## src/rtl/fitbit_display_scheduler.sv

```systemverilog
// -----------------------------------------------------------------------------
// fitbit_display_scheduler
//
// Sequences the four pedometer metrics onto a shared 4-digit seven-segment
// display. A once-per-second tick rotates the displayed page. Each tick also
// requests a conversion of the selected metric. One shared multi-cycle
// shift-add-3 converter turns the metric into BCD. The result is latched into
// four digit codes, and the active-low digit anodes are scanned.
//
// Parameters:
//   SCAN_DIV    CLK cycles per anode-scan step (>= 2)
//   PAGE_TICKS  tick pulses per page before rotating (>= 1)
//
// Ports:
//   CLK       in   system clock
//   RESET_N   in   asynchronous, active-low reset
//   tick      in   single-cycle pulse, once per second
//   hold      in   level; 1 freezes page rotation
//   stepcnt   in   [13:0] total steps
//   distance  in   [8:0]  distance in half-mile units
//   sec       in   [3:0]  seconds over activity threshold
//   sectime   in   [8:0]  high-activity time in seconds
//   page      out  [1:0]  0 steps, 1 distance, 2 sec, 3 sectime
//   digits    out  [15:0] {thou,hun,ten,one}; 0-9 BCD, 4'hA underscore,
//                         4'hF blank
//   an        out  [3:0]  active-low digit enables
//   digit     out  [3:0]  code of the currently enabled digit
//   busy      out         conversion in progress
//
// Build option:
//   DISP_BLANK_EN  when defined, leading zeros on pages 0, 2 and 3 are shown
//                  as blank (4'hF). The ones digit is never blanked.
// -----------------------------------------------------------------------------
module fitbit_display_scheduler #(
    parameter int SCAN_DIV   = 50000,
    parameter int PAGE_TICKS = 2
) (
    input  logic        CLK,
    input  logic        RESET_N,
    input  logic        tick,
    input  logic        hold,
    input  logic [13:0] stepcnt,
    input  logic [8:0]  distance,
    input  logic [3:0]  sec,
    input  logic [8:0]  sectime,
    output logic [1:0]  page,
    output logic [15:0] digits,
    output logic [3:0]  an,
    output logic [3:0]  digit,
    output logic        busy
);

    localparam logic [1:0] S_IDLE   = 2'd0;
    localparam logic [1:0] S_LOAD   = 2'd1;
    localparam logic [1:0] S_SHIFT  = 2'd2;
    localparam logic [1:0] S_COMMIT = 2'd3;

    localparam int TCW = (PAGE_TICKS > 1) ? $clog2(PAGE_TICKS) : 1;
    localparam int PSW = $clog2(SCAN_DIV);
    localparam logic [TCW-1:0] TICK_LAST = TCW'(PAGE_TICKS - 1);
    localparam logic [PSW-1:0] PS_LAST   = PSW'(SCAN_DIV - 1);

    logic [1:0]     state;
    logic [3:0]     bit_cnt;
    logic           pending;
    logic [TCW-1:0] tick_cnt;
    logic [PSW-1:0] prescaler;

    // Converter working register: {BCD[15:0], binary[13:0]}
    logic [29:0]    sr;
    logic [1:0]     cap_page;
    logic           cap_half;
    logic [13:0]    operand;

    // One double-dabble iteration: correct every BCD nibble >= 5, then shift.
    function automatic logic [29:0] dabble_step(input logic [29:0] s);
        logic [29:0] t;
        t = s;
        for (int i = 0; i < 4; i++) begin
            if (t[14+4*i +: 4] >= 4'd5) begin
                t[14+4*i +: 4] = t[14+4*i +: 4] + 4'd3;
            end
        end
        return {t[28:0], 1'b0};
    endfunction

    // Final digit codes for the page that was captured at LOAD.
    function automatic logic [15:0] commit_value(input logic [1:0]  pg,
                                                 input logic [15:0] bcd,
                                                 input logic        half);
        logic [15:0] v;
        if (pg == 2'd1) begin
            // Distance page reads "MM_H": whole miles, underscore, half mile.
            v = {bcd[7:4], bcd[3:0], 4'hA, (half ? 4'd5 : 4'd0)};
        end else begin
            v = bcd;
`ifdef DISP_BLANK_EN
            if (v[15:12] == 4'd0) begin
                v[15:12] = 4'hF;
                if (v[11:8] == 4'd0) begin
                    v[11:8] = 4'hF;
                    if (v[7:4] == 4'd0) begin
                        v[7:4] = 4'hF;
                    end
                end
            end
`endif
        end
        return v;
    endfunction

    // Operand selection with per-page saturation to the displayable range.
    always_comb begin
        operand = '0;
        case (page)
            2'd0:    operand = (stepcnt > 14'd9999) ? 14'd9999 : stepcnt;
            2'd1:    operand = (distance[8:1] > 8'd99) ? 14'd99
                                                       : {6'd0, distance[8:1]};
            2'd2:    operand = {10'd0, sec};
            default: operand = {5'd0, sectime};
        endcase
    end

    // Page rotation, request tracking and converter sequencing.
    always_ff @(posedge CLK or negedge RESET_N) begin
        if (!RESET_N) begin
            page     <= 2'd0;
            tick_cnt <= '0;
            pending  <= 1'b1;
            state    <= S_IDLE;
            bit_cnt  <= 4'd0;
            busy     <= 1'b0;
            digits   <= 16'h0000;
        end else begin
            if (tick && !hold) begin
                if (tick_cnt == TICK_LAST) begin
                    tick_cnt <= '0;
                    page     <= page + 2'd1;
                end else begin
                    tick_cnt <= tick_cnt + TCW'(1);
                end
            end

            // A new request always wins, so one arriving while busy or on
            // the COMMIT edge is kept; surplus requests merge into one.
            if (tick) begin
                pending <= 1'b1;
            end else if (state == S_IDLE && pending) begin
                pending <= 1'b0;
            end

            case (state)
                S_IDLE: begin
                    if (pending) begin
                        state <= S_LOAD;
                    end
                end
                S_LOAD: begin
                    busy    <= 1'b1;
                    bit_cnt <= 4'd0;
                    state   <= S_SHIFT;
                end
                S_SHIFT: begin
                    bit_cnt <= bit_cnt + 4'd1;
                    if (bit_cnt == 4'd13) begin
                        state <= S_COMMIT;
                    end
                end
                default: begin
                    digits <= commit_value(cap_page, sr[29:14], cap_half);
                    busy   <= 1'b0;
                    state  <= S_IDLE;
                end
            endcase
        end
    end

    // Converter datapath; always reloaded at LOAD, so it needs no reset.
    always_ff @(posedge CLK) begin
        if (state == S_LOAD) begin
            sr       <= {16'd0, operand};
            cap_page <= page;
            cap_half <= distance[0];
        end else if (state == S_SHIFT) begin
            sr <= dabble_step(sr);
        end
    end

    // Anode scan. The all-off pattern is left on the first wrap and is only
    // seen again after reset.
    always_ff @(posedge CLK or negedge RESET_N) begin
        if (!RESET_N) begin
            prescaler <= '0;
            an        <= 4'b1111;
        end else if (prescaler == PS_LAST) begin
            prescaler <= '0;
            case (an)
                4'b1110: an <= 4'b1101;
                4'b1101: an <= 4'b1011;
                4'b1011: an <= 4'b0111;
                default: an <= 4'b1110;
            endcase
        end else begin
            prescaler <= prescaler + PSW'(1);
        end
    end

    always_comb begin
        digit = 4'd0;
        case (an)
            4'b1110: digit = digits[3:0];
            4'b1101: digit = digits[7:4];
            4'b1011: digit = digits[11:8];
            4'b0111: digit = digits[15:12];
            default: digit = 4'd0;
        endcase
    end

endmodule

```

## config.mk

```make
export PLATFORM = sky130hd
export DESIGN_NAME = fitbit_display_scheduler
export DESIGN_NICKNAME = d
export VERILOG_FILES = /design/src/rtl/fitbit_display_scheduler.sv
export SDC_FILE = /design/constraint.sdc
export NUM_CORES = 1
export LEC_CHECK = 0
export ABC_CLOCK_PERIOD_IN_PS = 2000
export CAP_MARGIN = 20
export CORE_MARGIN = 2
export CORE_UTILIZATION = 45
export CTS_CLUSTER_DIAMETER = 150
export DETAILED_ROUTE_END_ITERATION = 8
export PLACE_DENSITY_LB_ADDON = 0.05
export SKIP_CTS_REPAIR_TIMING = 1
export SLEW_MARGIN = 5
export SYNTH_ARGS = -nofsm -noshare
export SYNTH_HDL_FRONTEND = slang
export SYNTH_SLANG_ARGS = --single-unit
export TNS_END_PERCENT = 50
```

## constraint.sdc

```tcl
create_clock -name CLK -period 2 [get_ports CLK]
set_input_delay 0.4 -clock CLK [delete_from_list [all_inputs] [get_ports CLK]]
set_output_delay 0.4 -clock CLK [all_outputs]
set_load 0.01 [all_outputs]
```

==> qor.txt, run 1 <==
Status = finished with violations
Failing checks = setup timing
Asr flop ratio synth = 0.588
H-tree lvl count = 3
Actual slew at the worst max-slew pin = 0.593 ns
Mapped Area = 0.00423 mm²
Endpoint class of the critical path = primary output
GRT Util Overall = 0.194
Drt first-iter violations = 117
Worst Path Buf+Inv = 1
Fin worst setup slack = -0.0294 ns
Commonest non-fill, non-tap cell in the layout = clkdlybuf4s50_1
Grt total ovfl = 0
Total Nets Final = 585
Max Root-Sink Buffers = 2
DR DRC count = 0
Final Hold Viols = 0
Slowest cell delay on critical path = 0.58 ns
Max layer used = met4
Post-synth top area share = 0.249
Clk sink count = 80
Critical Path Start Type = flip-flop
Leak = 2.18 nW
CP Cell Sequence = nor2b_2 -> a22o_1 -> a22oi_1 -> mux2i_1 -> clkbuf_2
CTS buffer count = 9
Critical path type = reg2out
Top_reg_cell synth = dfrtp_1
Later-pin clock latency in the skew report = 0.35 ns
Chip Width = 101 µm
Overall power = 7.11 mW
Min cycle time layout = 2.03 ns
Share of layout cells above drive strength 1 = 0.119
Pin count of the biggest net entering global routing = 48
Clock Tree Root = clkbuf_8
Die area = 0.0102 mm²
Synth Instances = 449
Via Count = 3453
WP depth = 5
Critical path arrival = 1.63 ns
R2R cell count = 5
VDD IR max = 0.000726 V
Final Cycle Share = 1.01
Final WL = 9.29 mm
Met3 routed WL = 372 µm
Vias in the first global route = 3333
DP HPWL = 6.81 mm
Comb pwr share = 0.416
Slowest cell on the critical path = dfstp_2
CTS tree = built
Rows = 35
Pre-antenna DRT Iters = 4
Wirelength per Cell = 14.5 µm
Wl on met1 = 4.45 mm
P&R area growth vs syn = 26.5%
Initial core utilization = 0.460
Sequential share of power = 0.390
Routed met2 length = 4.29 mm
Cell taking the most area after synthesis = dfrtp_1
Switching power = 2.63 mW
Worst min-delay path class = in2async
RSZ-0062 raised after global routing = yes
Die Ht = 101 µm
Crit-path leading delay family = flip-flops
Core Region = 0.00920 mm²
First-pass GRT wire length = 15.7 mm
Synth unique cells = 60
Pwr dens = 1330 mW/mm²
Seq/Total Area, Yosys = 0.476
Vias per cell = 5.38
Clock power frac = 0.193
Post-layout util = 0.581
Multi-input gate area = 0.00202 mm²
Slew margin rel. = 0.605
Yosys Warn Count = 0
Port bufs = 66
Antenna-violating nets left = 0
Slew Viols, Final = 0
RD Place Congestion = 0.859
I/O pin count = 67
Max-cap violations = 0
Final setup viols = 3
Yosys reg bits = 80
ANT cells = 0
Most frequent cells in the layout = 58 x clkdlybuf4s50_1, 42 x dfrtp_1, 37 x nor2_1
CTS clk-pin slew, worst paths = 0.08 ns
Register area = 0.00201 mm²
Switching part of the total = 0.370
Syn_area_per_cell = 9.42 µm²
Internal power = 4.48 mW
Crit-path max FO = 4
WHS = 0.122 ns
Worst EP required = 1.60 ns
Fillers = 820
Ranking of synthesized cells by area = dfrtp_1 25%, edfxtp_1 12%, dfxtp_1 7.6%
Syn Nets = 508
Initial antenna violation count = 0
Setup Skew = 0.0101 ns
Max Clk Rate = 493 MHz
Post-synth EDFFs = 17
Yosys cell counts, types with 4 or more instances:
cell / instances
xnor2_1: 14
nand3b_1: 4
dfstp_2: 5
o22ai_1: 14
nand4_1: 7
buf_2: 7
o21ai_0: 33
ha_1: 19
nor2b_1: 5
dfxtp_1: 16
mux2i_1: 8
a21oi_1: 36
xor2_1: 4
dfrtp_1: 42
edfxtp_1: 17
nand2_1: 36
inv_1: 30
a31oi_1: 6
nand2b_1: 8
clkbuf_1: 9
a211oi_1: 4
nand3_1: 25
nor2_1: 38
a22oi_1: 4
and3_1: 6
final timing paths:
path	from	endpoint	slack, ns
setup / recovery	an[2]	digit[3]	-0.03
min in group CLK	tick_cnt	tick_cnt	0.48
hold / removal	RESET_N	prescaler[12]	0.12
max in group asynchronous	RESET_N	bit_cnt[0]	1.46
hold reg to reg	tick_cnt	tick_cnt	0.48
setup reg to reg	state[1]	sr[2]	0.29
per-stage QoR:
step	instance area [µm²]	std cells	worst slack, ns	setup TNS [ns]
after global routing	5350	642	-0.120	-0.460
after floorplan	4230	449	0.182	0
after global placement	5070	623	-0.111	-0.310
after CTS	5300	639	-0.552	-2.10
after detailed placement	5070	623	-0.169	-0.559
final	5350	642	-0.0294	-0.0675
kinds of logic (layout without fill, tap and decap cells):
kind of cell	after synthesis	in the layout	share of synthesized area
multiplexers	11	11	0.0269
AND/OR/NAND/NOR	148	148	0.179
XOR/XNOR	18	18	0.0373
AO/OA/AOI/OAI	121	121	0.173
adder cells (fa/ha/maj)	19	19	0.0562
flip-flops	80	80	0.476
buffers and inverters	52	134	0.0509
area by class of cell:
class	count	area share
multi-input combinational	317	0.379
sequential	80	0.376
inverter	31	0.0218
clock inverter	4	0.0138
tap	111	0.0260
clock buffer	12	0.0292
timing repair buffer	87	0.154
registers in the layout (all words and copies together) (netlist names):
signal	flops
an	4
bit_cnt	4
busy	1
cap_half	1
cap_page	2
digits	16
page	2
pending	1
prescaler	16
sr	30
state	2
tick_cnt	1
power by group through the flow:
stage	logic (mW)	registers [mW]	clock network, mW
finish	2.96	2.78	1.37
CTS	2.98	2.78	1.40
global placement	2.91	2.80	0
floorplan	1.83	2.74	0
global route	3.35	2.86	1.47
detailed placement	2.97	2.81	0
per-layer routing:
metal,GRT usage,up-vias
met2,0.318,80
met1,0.258,1603
met3,0.0305,13
li1,-,1757
met4,0.0790,0
met5,0,-
Power figures use the tool's default switching activity.
==> run 2, diff against run 1 <==
--- a/config.mk
+++ b/config.mk
@@ -7,8 +7,8 @@
 export LEC_CHECK = 0
 export ABC_CLOCK_PERIOD_IN_PS = 2000
 export CAP_MARGIN = 20
-export CORE_MARGIN = 2
 export CORE_UTILIZATION = 45
+export CTS_BUF_LIST = sky130_fd_sc_hd__clkbuf_16
 export CTS_CLUSTER_DIAMETER = 150
 export DETAILED_ROUTE_END_ITERATION = 8
 export PLACE_DENSITY_LB_ADDON = 0.05
==> run 2 against run 1 <==
  * Die area decreased by 3.9%
  * The flow still finishes with violations (setup timing)
  * Setup slack got worse by 0.024 ns
  * Non-clock buffer count stayed put
  * Clock skew decreased by 0.0034 ns
  * Critical endpoint unchanged
  * Power rose by 1.1%
  * Core utilization is 0.74 points higher
  * Largest power group unchanged
  * Global-route usage rose by 1.1 points
  * Sequential power about the same
  * Sequential share of layout area shrank 0.30 points
  * Cell area is 0.80% higher
  * Clock power rose by 9%
==> qor.txt, run 2 (synthesis gave the netlist of run 1 again) <==
Status = finished with violations
Failing checks = setup timing
ANT cells = 0
Initial core utilization = 0.462
CP Cell Sequence = buf_6 -> nor2b_4 -> a22o_1 -> a22oi_1 -> mux2i_1 -> buf_2
Share of layout cells above drive strength 1 = 0.126
Vias in the first global route = 3395
Later-pin clock latency in the skew report = 0.33 ns
Slew margin rel. = 0.602
Worst Path Buf+Inv = 2
Pin count of the biggest net entering global routing = 48
Initial antenna violation count = 0
Post-layout util = 0.589
Final Hold Viols = 0
Clk sink count = 80
Crit path launch = an[3]
R2R Setup Slk = 0.21 ns
Register area = 0.00201 mm²
RD Place Congestion = 0.912
Final WL = 9.53 mm
Via Count = 3513
Max-cap violations = 0
Clock Tree Root = clkbuf_16
Slowest cell on the critical path = dfstp_2
P&R area growth vs syn = 27.5%
R2r startpoint = state[1]
R2R cell count = 5
Slew Viols, Final = 0
Biggest regs = sr: 30 flops, digits: 16 flops, prescaler: 16 flops
Grt total ovfl = 0
Final setup viols = 2
Max Root-Sink Buffers = 2
Biggest register = sr
RSZ-0062 raised after global routing = yes
Multi-input gate area = 0.00204 mm²
Worst EP required = 1.60 ns
I/O pin count = 67
Actual slew at the worst max-slew pin = 0.597 ns
Min cycle time layout = 2.05 ns
Max reg flops = 30
Final Cycle Share = 1.03
Worst R2R End = sr[2]
Crit-path leading delay family = flip-flops
CTS clk-pin slew, worst paths = 0.06 ns
Rows = 35
Setup Skew = 0.00671 ns
DP Area = 0.00507 mm²
Fin worst setup slack = -0.0536 ns
Worst min-delay path class = in2async
Vias per cell = 5.47
Chip Width = 98.9 µm
CTS tree = built
WP depth = 6
Max Clk Rate = 487 MHz
Total Nets Final = 585
Critical path type = reg2out
Drt first-iter violations = 200
Critical Path Start Type = flip-flop
Critical path arrival = 1.65 ns
Most frequent cells in the layout = 58 x clkdlybuf4s50_1, 42 x dfrtp_1, 37 x nor2_1
DR DRC count = 0
DP HPWL = 6.99 mm
Design area = 0.00539 mm²
Crit-path max FO = 4
Die area = 0.00979 mm²
Leak = 2.17 nW
GRT Util Overall = 0.205
Wirelength per Cell = 14.8 µm
Worst setup path end = digit[3]
First-pass GRT wire length = 16.0 mm
Post-placement setup slack = -0.158 ns
Commonest non-fill, non-tap cell in the layout = clkdlybuf4s50_1
Port bufs = 66
Pre-antenna DRT Iters = 4
Fillers = 805
Pwr dens = 1330 mW/mm²
CTS buffer count = 9
VDD IR max = 0.000519 V
Die Ht = 98.9 µm
Slowest cell delay on critical path = 0.55 ns
Endpoint class of the critical path = primary output
Antenna-violating nets left = 0
Core Region = 0.00915 mm²
H-tree lvl count = 3
## run 2: cell count changes in the layout (fill, tap and decap cells not counted), sizes merged
| cell | change |
|---|---|
| buf | +1 |
| bufinv | -2 |
| clkbuf | -3 |
| clkinv | +1 |
| clkinvlp | +2 |
| dlymetal6s2s | -1 |
| inv | +2 |
## run 2: worst min-delay path by stage
stage / depth (start not counted) / slack (ns) / endpoint / startpoint
2_1_floorplan: 0 / 0.10 / bit_cnt[0] / RESET_N
3_3_place_gp: 1 / 0.46 / tick_cnt / tick_cnt
3_5_place_dp: 1 / 0.47 / tick_cnt / tick_cnt
4_1_cts: 2 / 0.18 / prescaler[9] / RESET_N
5_1_grt: 2 / 0.21 / prescaler[9] / RESET_N
6_report: 2 / 0.15 / prescaler[11] / RESET_N
## run 2: layer usage
metal | vias up | GRT usage | share of wire
li1 | 1754 | - | -
met1 | 1658 | 0.262 | 0.46
met2 | 93 | 0.355 | 0.48
met3 | 8 | 0.0418 | 0.046
met4 | 0 | 0.0540 | 0.012
met5 | - | 0 | 0
## run 2: power by group
group / internal [mW] / total [mW] / switching, mW
Sequential: 2.34 / 2.77 / 0.430
Combinational: 1.31 / 2.92 / 1.62
Clock: 0.841 / 1.50 / 0.659
Total: 4.49 / 7.19 / 2.71
## run 2: stage by stage
stage | power [mW] | instances | hold WS (ns) | TNS, ns
detailed placement | 5.71 | 624 | 0.466 | -0.505
floorplan | 4.57 | 449 | 0.104 | 0
global placement | 5.65 | 624 | 0.462 | -0.272
global route | 7.73 | 642 | 0.206 | -0.342
CTS | 7.23 | 640 | 0.181 | -1.96
finish | 7.19 | 642 | 0.150 | -0.0633
## run 2: cell type report
class	count	share of cell area
inverter	31	0.0216
clock buffer	9	0.0418
timing repair buffer	87	0.149
sequential	80	0.373
clock inverter	7	0.00882
multi-input combinational	317	0.379
tap	111	0.0258
==> run 3, diff against run 2 <==
--- a/config.mk
+++ b/config.mk
@@ -7,11 +7,14 @@
 export LEC_CHECK = 0
 export ABC_CLOCK_PERIOD_IN_PS = 2000
 export CAP_MARGIN = 20
-export CORE_UTILIZATION = 45
+export CELL_PAD_IN_SITES_DETAIL_PLACEMENT = 1
+export CELL_PAD_IN_SITES_GLOBAL_PLACEMENT = 1
+export CORE_UTILIZATION = 41
 export CTS_BUF_LIST = sky130_fd_sc_hd__clkbuf_16
 export CTS_CLUSTER_DIAMETER = 150
 export DETAILED_ROUTE_END_ITERATION = 8
 export PLACE_DENSITY_LB_ADDON = 0.05
+export SETUP_SLACK_MARGIN = 0.5
 export SKIP_CTS_REPAIR_TIMING = 1
 export SLEW_MARGIN = 5
 export SYNTH_ARGS = -nofsm -noshare
==> run 3 against run 2 <==
  * The flow still finishes with violations (setup timing)
  * Fmax down 0.79%
  * Power up 17%
  * Count of clock-buffer cells in the layout up 1
  * Critical endpoint unchanged
  * Sequential power up 3%
  * Final cell count up 6.1%
  * Core utilization up 2.1 points
  * Clock power up 11%
  * Global-route usage up 1.5 points
  * Non-clock buffer count up 17
  * Cell area up 12%
  * Clock skew up 0.0012 ns
  * Die area up 9.5%
==> qor.txt, run 3 (synthesis gave the netlist of run 1 again) <==
DP Area = 0.00510 mm²
CTS clk-pin slew, worst paths = 0.06 ns
Via Count = 3777
Later-pin clock latency in the skew report = 0.34 ns
I/O pin count = 67
RSZ-0062 raised after global routing = yes
ANT cells = 0
First-pass GRT wire length = 18.7 mm
Fin worst setup slack = -0.0699 ns
Max reg flops = 30
Failing checks = setup timing
Initial core utilization = 0.429
DP HPWL = 8.16 mm
Clk sink count = 80
Leak = 2.59 nW
Die Ht = 104 µm
Max Clk Rate = 483 MHz
Grt total ovfl = 0
CP Cell Sequence = nor2b_2 -> a22o_1 -> a22oi_2 -> mux2i_1 -> buf_2
Drt first-iter violations = 125
Slew margin rel. = 0.638
Final Cycle Share = 1.03
H-tree lvl count = 3
Biggest regs = sr: 30 flops, digits: 16 flops, prescaler: 16 flops
Worst min-delay path class = in2async
Slowest cell delay on critical path = 0.57 ns
Crit-path max FO = 4
Final WL = 12.3 mm
Critical Path Start Type = flip-flop
CTS tree = built
GRT Util Overall = 0.220
Critical path type = reg2out
Slowest cell on the critical path = dfstp_2
Wirelength per Cell = 18.1 µm
Max Root-Sink Buffers = 2
Chip Width = 104 µm
Worst setup path end = digit[3]
Port bufs = 66
Pwr dens = 1390 mW/mm²
Final Hold Viols = 0
Min cycle time layout = 2.07 ns
Crit path launch = an[2]
CTS buffer count = 9
DR DRC count = 0
Antenna-violating nets left = 0
Max-cap violations = 0
Vias per cell = 5.55
Worst R2R End = sr[2]
Clock Tree Root = clkbuf_16
Die area = 0.0107 mm²
Total Nets Final = 602
R2R Setup Slk = 0.38 ns
Commonest non-fill, non-tap cell in the layout = dfrtp_1
Status = finished with violations
Pin count of the biggest net entering global routing = 34
Biggest register = sr
P&R area growth vs syn = 42.3%
Endpoint class of the critical path = primary output
VDD IR max = 0.000604 V
Core Region = 0.00986 mm²
Most frequent cells in the layout = 39 x dfrtp_1, 37 x nor2_1, 34 x nand2_1
Initial antenna violation count = 0
RD Place Congestion = 0.838
Final setup viols = 3
Pre-antenna DRT Iters = 4
Slew Viols, Final = 0
WHS = 0.0402 ns
R2R cell count = 6
Design area = 0.00602 mm²
Setup Skew = 0.00794 ns
Rows = 36
Actual slew at the worst max-slew pin = 0.544 ns
R2r startpoint = page[1]
Vias in the first global route = 3810
Fillers = 1059
Worst EP required = 1.60 ns
Share of layout cells above drive strength 1 = 0.265
Critical path arrival = 1.67 ns
Post-layout util = 0.610
## run 3: cell count changes in the layout (fill, tap and decap cells not counted), sizes merged
| cell | delta |
|---|---|
| inv | -1 |
| clkdlybuf4s50 | -26 |
| clkinv | +1 |
| dlymetal6s2s | +22 |
| clkinvlp | -2 |
| clkbuf | +1 |
| bufinv | +1 |
| buf | +21 |
## run 3: where the power goes
| part | total (mW) | switching, mW | internal [mW] |
|---|---|---|---|
| combinational | 3.89 | 2.09 | 1.80 |
| sequential | 2.84 | 0.474 | 2.37 |
| clock | 1.66 | 0.640 | 1.02 |
| total | 8.39 | 3.20 | 5.19 |
## run 3: area by class of cell
cell class                 count  area [µm²]  area share
timing repair buffer         104        1060       0.177
clock inverter                 6        50.0     0.00832
sequential                    80        2030       0.337
tap                          133         166      0.0277
clock buffer                  10         250      0.0416
inverter                      31         126      0.0210
multi-input combinational    317        2330       0.388
## run 3: routing by layer
metal	GRT usage	routed length, µm	vias up
met5	0	0	-
met4	0.0735	201	0
met3	0.0472	440	20
met2	0.389	6370	92
met1	0.265	5320	1880
li1	-	-	1785
## run 3: worst max-delay path, delay by kind of cell, from the launching register on
kind                   cells  cell delay (ns)
DFF                        1             0.57
AOI/OAI and AO/OA          2             0.23
and+or+nand+nor            1             0.21
muxes                      1             0.16
buffers and inverters      1             0.16
## run 3: how the worst min path moves through the flow
stage	start	endpoint	slack (ns)	cells past startpoint
2_1_floorplan	RESET_N	bit_cnt[0]	0.10	0
3_3_place_gp	RESET_N	prescaler[12]	0.41	1
3_5_place_dp	RESET_N	prescaler[12]	0.42	1
4_1_cts	RESET_N	prescaler[12]	0.05	1
5_1_grt	RESET_N	prescaler[12]	0.07	1
6_report	RESET_N	prescaler[12]	0.04	1
## run 3: per-stage QoR
stage,total power [mW],std cells,setup slack (ns),setup TNS [ns]
floorplan,4.64,449,0.336,0
global placement,5.70,643,-0.0309,-0.0846
detailed placement,5.85,643,-0.144,-0.378
CTS,7.56,659,-0.512,-2.11
global route,8.93,681,-0.141,-0.378
finish,8.39,681,-0.0699,-0.0893
